===== config.mk =====
export PLATFORM = sky130hd
export DESIGN_NAME = pingpong_wr_ctrl
export DESIGN_NICKNAME = d
export VERILOG_FILES = /design/src/rtl/pingpong_wr_ctrl.sv
export SDC_FILE = /design/constraint.sdc
export NUM_CORES = 1
export LEC_CHECK = 0
export CAP_MARGIN = 10
export CORE_MARGIN = 2
export CORE_UTILIZATION = 25
export CTS_CLUSTER_DIAMETER = 120
export CTS_CLUSTER_SIZE = 30
export DETAILED_ROUTE_END_ITERATION = 7
export GPL_ROUTABILITY_DRIVEN = 0
export SETUP_SLACK_MARGIN = 0.4
export SLEW_MARGIN = 25
export SYNTH_ARGS = -nofsm -noshare
export SYNTH_HDL_FRONTEND = slang
export SYNTH_SLANG_ARGS = --single-unit

===== constraint.sdc =====
create_clock -name sclk -period 1.9 [get_ports sclk]
set_input_delay 0.285 -clock sclk [delete_from_list [all_inputs] [get_ports sclk]]
set_output_delay 0.285 -clock sclk [all_outputs]
set_load 0.05 [all_outputs]

===== src/rtl/pingpong_wr_ctrl.sv =====
// pingpong_wr_ctrl: drains the read side of a FIFO into a two-bank ping-pong
// RAM in fixed-length bursts. It alternates banks, flags each bank to the
// downstream reader when full, and refills a bank only after the reader
// releases it. Backpressure is applied by withholding fifo_rd_en, so no data
// is ever dropped.
module pingpong_wr_ctrl #(
  parameter int DATA_W     = 14,
  parameter int BANK_DEPTH = 512,
  parameter int ADDR_W     = 9
) (
  input  logic              sclk,
  input  logic              rst,
  input  logic              fifo_empty,
  input  logic              fifo_valid,
  input  logic [DATA_W-1:0] fifo_dout,
  output logic              fifo_rd_en,
  output logic              ram_we,
  output logic              ram_bank,
  output logic [ADDR_W-1:0] ram_addr,
  output logic [DATA_W-1:0] ram_din,
  output logic [1:0]        bank_ready,
  input  logic [1:0]        bank_release,
  output logic [ADDR_W:0]   fill_count
);

  localparam int CNT_W = ADDR_W + 1;
  localparam logic [CNT_W-1:0]  DEPTH_CNT = CNT_W'(BANK_DEPTH);
  localparam logic [ADDR_W-1:0] LAST_ADDR = ADDR_W'(BANK_DEPTH - 1);

  typedef enum logic [1:0] {
    S_FILL      = 2'd0,
    S_DRAIN     = 2'd1,
    S_WAIT_FREE = 2'd2
  } state_t;

  state_t              state_q, state_d;
  logic                cur_bank_q, cur_bank_d;
  logic [CNT_W-1:0]    issue_cnt_q, issue_cnt_d;
  logic [CNT_W-1:0]    fill_count_q, fill_count_d;
  logic [1:0]          bank_ready_q, bank_ready_d;
  logic                ram_we_q, ram_we_d;
  logic                ram_bank_q, ram_bank_d;
  logic [ADDR_W-1:0]   ram_addr_q, ram_addr_d;
  logic [DATA_W-1:0]   ram_din_q, ram_din_d;
  // A FIFO word is accepted only if this controller asked for it last cycle.
  logic                rd_pend_q, rd_pend_d;
  // Low for the cycle following reset so no read is requested while in reset.
  logic                run_q, run_d;

  logic                rd_en;
  logic                accept;
  logic [1:0]          rel_ready;
  logic [1:0]          bank_set;

  // Next-state, read request and write-path computation.
  always_comb begin
    // NOTE: every signal written here gets a default first, so no path can
    // leave one unassigned and infer a latch.
    state_d      = state_q;
    cur_bank_d   = cur_bank_q;
    issue_cnt_d  = issue_cnt_q;
    fill_count_d = fill_count_q;
    ram_we_d     = 1'b0;
    ram_bank_d   = ram_bank_q;
    ram_addr_d   = ram_addr_q;
    ram_din_d    = ram_din_q;
    bank_set     = 2'b00;
    run_d        = 1'b1;

    rd_en = run_q && (state_q == S_FILL) && !fifo_empty && (issue_cnt_q < DEPTH_CNT);
    rd_pend_d = rd_en;
    accept    = fifo_valid && rd_pend_q;

    if (rd_en) begin
      issue_cnt_d = issue_cnt_q + CNT_W'(1);
    end

    // Register the popped word as a RAM write into the current bank.
    if (accept && (fill_count_q < DEPTH_CNT)) begin
      ram_we_d     = 1'b1;
      ram_din_d    = fifo_dout;
      ram_addr_d   = fill_count_q[ADDR_W-1:0];
      ram_bank_d   = cur_bank_q;
      fill_count_d = fill_count_q + CNT_W'(1);
    end

    // Releases clear ready bits in any state; clearing a clear bit is a no-op.
    rel_ready = bank_ready_q & ~bank_release;

    case (state_q)
      S_FILL: begin
        if (issue_cnt_d == DEPTH_CNT) begin
          state_d = S_DRAIN;
        end
      end
      S_DRAIN: begin
        // The last word of the bank is on the RAM port this cycle.
        if (ram_we_q && (ram_addr_q == LAST_ADDR) && (ram_bank_q == cur_bank_q)) begin
          bank_set[cur_bank_q] = 1'b1;
          cur_bank_d   = ~cur_bank_q;
          issue_cnt_d  = '0;
          fill_count_d = '0;
          state_d      = rel_ready[~cur_bank_q] ? S_WAIT_FREE : S_FILL;
        end
      end
      S_WAIT_FREE: begin
        if (!rel_ready[cur_bank_q]) begin
          state_d = S_FILL;
        end
      end
      default: begin
        state_d = S_FILL;
      end
    endcase

    // A set on the same edge as a release of the same bank wins.
    bank_ready_d = rel_ready | bank_set;
  end

  // State register with synchronous reset.
  always_ff @(posedge sclk) begin
    // NOTE: sequential state uses non-blocking assignments so every flop
    // samples the pre-edge values regardless of statement order.
    if (rst) begin
      state_q      <= S_FILL;
      cur_bank_q   <= 1'b0;
      issue_cnt_q  <= '0;
      fill_count_q <= '0;
      bank_ready_q <= 2'b00;
      ram_we_q     <= 1'b0;
      ram_bank_q   <= 1'b0;
      ram_addr_q   <= '0;
      ram_din_q    <= '0;
      rd_pend_q    <= 1'b0;
      run_q        <= 1'b0;
    end else begin
      state_q      <= state_d;
      cur_bank_q   <= cur_bank_d;
      issue_cnt_q  <= issue_cnt_d;
      fill_count_q <= fill_count_d;
      bank_ready_q <= bank_ready_d;
      ram_we_q     <= ram_we_d;
      ram_bank_q   <= ram_bank_d;
      ram_addr_q   <= ram_addr_d;
      ram_din_q    <= ram_din_d;
      rd_pend_q    <= rd_pend_d;
      run_q        <= run_d;
    end
  end

  assign fifo_rd_en = rd_en;
  assign ram_we     = ram_we_q;
  assign ram_bank   = ram_bank_q;
  assign ram_addr   = ram_addr_q;
  assign ram_din    = ram_din_q;
  assign bank_ready = bank_ready_q;
  assign fill_count = fill_count_q;

endmodule


==> results of run 1 <==
[cells in the mapped netlist (3+ instances only)]
cell type / n / share of area
inv_1: 4 / 0.0070
nand3_1: 5 / 0.012
dfxtp_1: 52 / 0.49
xnor2_1: 9 / 0.037
a21oi_1: 26 / 0.061
xor2_1: 8 / 0.033
nand2_1: 58 / 0.10
nor2_1: 30 / 0.053
clkbuf_1: 10 / 0.018
nor4_1: 3 / 0.0088
nand4_1: 9 / 0.026
nor3_1: 5 / 0.012
[sequential cells by signal (all words and copies together) (netlist names), 2 cells and up]
| signal | count |
|---|---|
| bank_ready | 2 |
| fill_count | 10 |
| issue_cnt_q | 10 |
| ram_addr | 9 |
| ram_din | 14 |
| state_q | 2 |
[repair_timing]
action,CTS,global route
gates resized for setup,66,52
setup buffers,13,4
endpoints found under the setup margin,60,47
pin swaps,16,11
hold endpoints to repair,0,0
gates cloned,2,1
[worst min-delay path by stage]
stage	from	end	slack (ns)	cells after the start
after CTS	ram_din[8]	ram_din[8]	0.46	2
after global placement	ram_din[12]	ram_din[12]	0.44	2
after floorplan	rst	run_q	0.39	1
final	ram_din[13]	ram_din[13]	0.46	2
after global routing	ram_din[6]	ram_din[6]	0.48	2
after detailed placement	ram_din[8]	ram_din[8]	0.45	2
[power by group through the flow]
| stage | sequential (W) | clock (W) | combinational (W) |
|---|---|---|---|
| 6_report | 0.00110 | 0.000741 | 0.000232 |
| 5_1_grt | 0.00110 | 0.000804 | 0.000247 |
| 4_1_cts | 0.00110 | 0.000767 | 0.000201 |
| 3_5_place_dp | 0.00112 | 0 | 0.000179 |
| 3_3_place_gp | 0.00112 | 0 | 0.000177 |
| 2_1_floorplan | 0.00115 | 0 | 0.0000626 |
[per-layer routing]
metal / wire length, um / part of all wire / up-vias / track usage
met3: 325 / 0.052 / 9 / 0.0295
met5: 0 / 0 / - / 0
li1: - / - / 1055 / -
met1: 2750 / 0.44 / 1001 / 0.173
met4: 55 / 0.0088 / 0 / 0.0364
met2: 3090 / 0.50 / 59 / 0.216
[critical path, stage by stage (launching register included)]
cell and delay [ns]:
dfxtp_2 0.34, or4b_4 0.58, or4_1 0.41, a21o_1 0.18, a211oi_2 0.20, a31o_1 0.16
[logic make-up (layout without fill, tap and decap cells)]
logic type	after synthesis	count (layout)	synth area share
xor+xnor	17	17	0.0695
compound gates	40	40	0.115
simple gates	128	128	0.280
buf+inv	17	108	0.0333
flops	52	52	0.486
fa+ha+maj	2	2	0.0117
mux	1	1	0.00467
[stage by stage]
step	hold WS (ns)	setup TNS, ns	worst slack [ns]	std cells
6_report	0.455	-0.0199	-0.0140	453
5_1_grt	0.479	-0.172	-0.108	453
4_1_cts	0.458	0	0.00821	448
3_5_place_dp	0.448	-1.65	-0.423	425
3_3_place_gp	0.442	-1.51	-0.401	425
2_1_floorplan	0.392	-0.0118	-0.0118	257
[layout make-up]
| class | instances | area, sq um | area share |
|---|---|---|---|
| Clock buffer | 5 | 68.8 | 0.0195 |
| Multi-Input combinational cell | 188 | 1240 | 0.353 |
| Sequential cell | 52 | 1080 | 0.308 |
| Tap cell | 105 | 131 | 0.0373 |
| Inverter | 4 | 15.0 | 0.00426 |
| Timing Repair Buffer | 96 | 941 | 0.267 |
| Clock inverter | 3 | 37.5 | 0.0107 |
==> flow_metrics.py, run 1 <==
metrics = {
    "status": {
        "status": "finished with violations",
        "violations": "setup timing",
    },
    "grt": {
        "grt_pass1_wl_um": 9450,
        "grt_use_total": 0.131,
        "antenna_found_initial": 0,
        "first_global_vias": 1971,
        "gr-total-overflow": 0,
        "grt_max_degree": 27,
    },
    "drt": {
        "dr.pass1.iters": 4,
        "wl_per_cell_um": 13.7,
        "post-route-drc-count": 0,
        "ant_nets": 0,
        "drtIter0Drc": 50,
        "routed_wl_um": 6220,
        "via_count": 2124,
        "vias_per_cell": 4.69,
    },
    "cells_and_area": {
        "final_common_cell": "nand2_1",
        "diodes": 0,
        "fillerInstances": 835,
        "final_nets": 369,
        "fin_util": 0.427,
        "final_cell_mix": "nand2_1, dfxtp_1, buf_4, a21oi_1, nor2_1",
        "design_area_sq_um": 3520,
        "area_growth_pct": 64.4,
        "drive_above_1_share": 0.290,
    },
    "critical_path": {
        "timing.rr.end": "state_q[0]",
        "worstPathRequired_ns": 2.15,
        "crit_start": "state_q[0]",
        "crit_path_end": "state_q[0]",
        "path_class": "reg2reg",
        "timing.rr.start": "state_q[0]",
        "cp.arrival_ns": 2.16,
        "startpoint_type": "flip-flop",
        "end_kind": "flip-flop",
        "reg2reg_depth": 5,
        "regToRegSetupSlack_ns": -0.01,
        "critPathMaxFanout": 5,
    },
    "power_and_ir_drop": {
        "swShare": 0.232,
        "p_seq_frac": 0.530,
        "pwr-share-clk": 0.358,
        "irDropWorstVdd_v": 0.000395,
        "powerDensity_nw_per_um2": 587,
        "power.total_w": 0.00207,
        "leakagePower_nw": 1.31,
        "power.switching_w": 0.000481,
        "intPower_w": 0.00159,
        "combPwrFrac": 0.112,
    },
    "clock_tree": {
        "cts.hold.buffers_added": 0,
        "cts_buffers": 5,
        "root_buffer": "clkbuf_8",
        "cts.sinks": 52,
        "clk_latency_ns": 0.30,
        "cts.path.max_buffers": 2,
        "clk_pin_slew_ns": 0.09,
        "htree_levels": 2,
        "cts_tree": "built",
    },
    "logic_synthesis": {
        "yosysSeqAreaShare": 0.486,
        "yosys_warnings": 0,
        "yosys_most_used_dff": "dfxtp_1",
        "synth.avg_cell_area_sq_um": 8.33,
        "syn_area_sq_um": 2140,
        "synth_cell_types": 41,
        "synthesis.nets": 279,
        "synth_edf_count": 0,
        "ys_ff_latch": 52,
        "ys_async_sr_fraction": 0,
        "synthCells": 257,
    },
    "place": {
        "numPortBuffers": 57,
        "dpl.hpwl_um": 3890,
        "dpl_cell_area_sq_um": 3000,
    },
    "sta": {
        "relSlewSlack": 0.609,
        "fmax_ghz": 0.522,
        "fin_crit_ns": 1.91,
        "skew_ns": 0.00670,
        "worst_pin_slew_ns": 0.586,
        "drv_slew": 0,
        "hold_viol_final": 0,
        "finalSetupViolCount": 2,
        "rsz0062_at_grt": "true",
        "timing.final.ws_setup_ns": -0.0140,
        "timing.final.crit_share": 1.01,
    },
    "die": {
        "design.core.area_sq_um": 8260,
        "die_height_um": 96.6,
        "die_area_sq_um": 9320,
        "rows": 33,
        "io_pins": 58,
        "start_util": 0.259,
        "die_w_um": 96.6,
    },
    "job": {
        "cap_violations": 0,
    },
    "min_path": {
        "hold_path_class": "reg2reg",
    },
}
No activity file was read; power rests on OpenSTA's default activity.
==> inputs of run 2 (changes only) <==
--- a/config.mk
+++ b/config.mk
@@ -13,7 +13,7 @@
 export DETAILED_ROUTE_END_ITERATION = 7
 export GPL_ROUTABILITY_DRIVEN = 0
 export SETUP_SLACK_MARGIN = 0.4
-export SLEW_MARGIN = 25
+export SLEW_MARGIN = 20
 export SYNTH_ARGS = -nofsm -noshare
 export SYNTH_HDL_FRONTEND = slang
 export SYNTH_SLANG_ARGS = --single-unit
==> results of run 2 <==
Same layout as run 1: the final DEF is identical, and so are final timing and power.
==> inputs of run 3 (changes only) <==
--- a/config.mk
+++ b/config.mk
@@ -8,7 +8,7 @@
 export CAP_MARGIN = 10
 export CORE_MARGIN = 2
 export CORE_UTILIZATION = 25
-export CTS_CLUSTER_DIAMETER = 120
+export CTS_CLUSTER_DIAMETER = 200
 export CTS_CLUSTER_SIZE = 30
 export DETAILED_ROUTE_END_ITERATION = 7
 export GPL_ROUTABILITY_DRIVEN = 0
==> results of run 3 <==
Same layout as run 1: the final DEF is identical, and so are final timing and power.
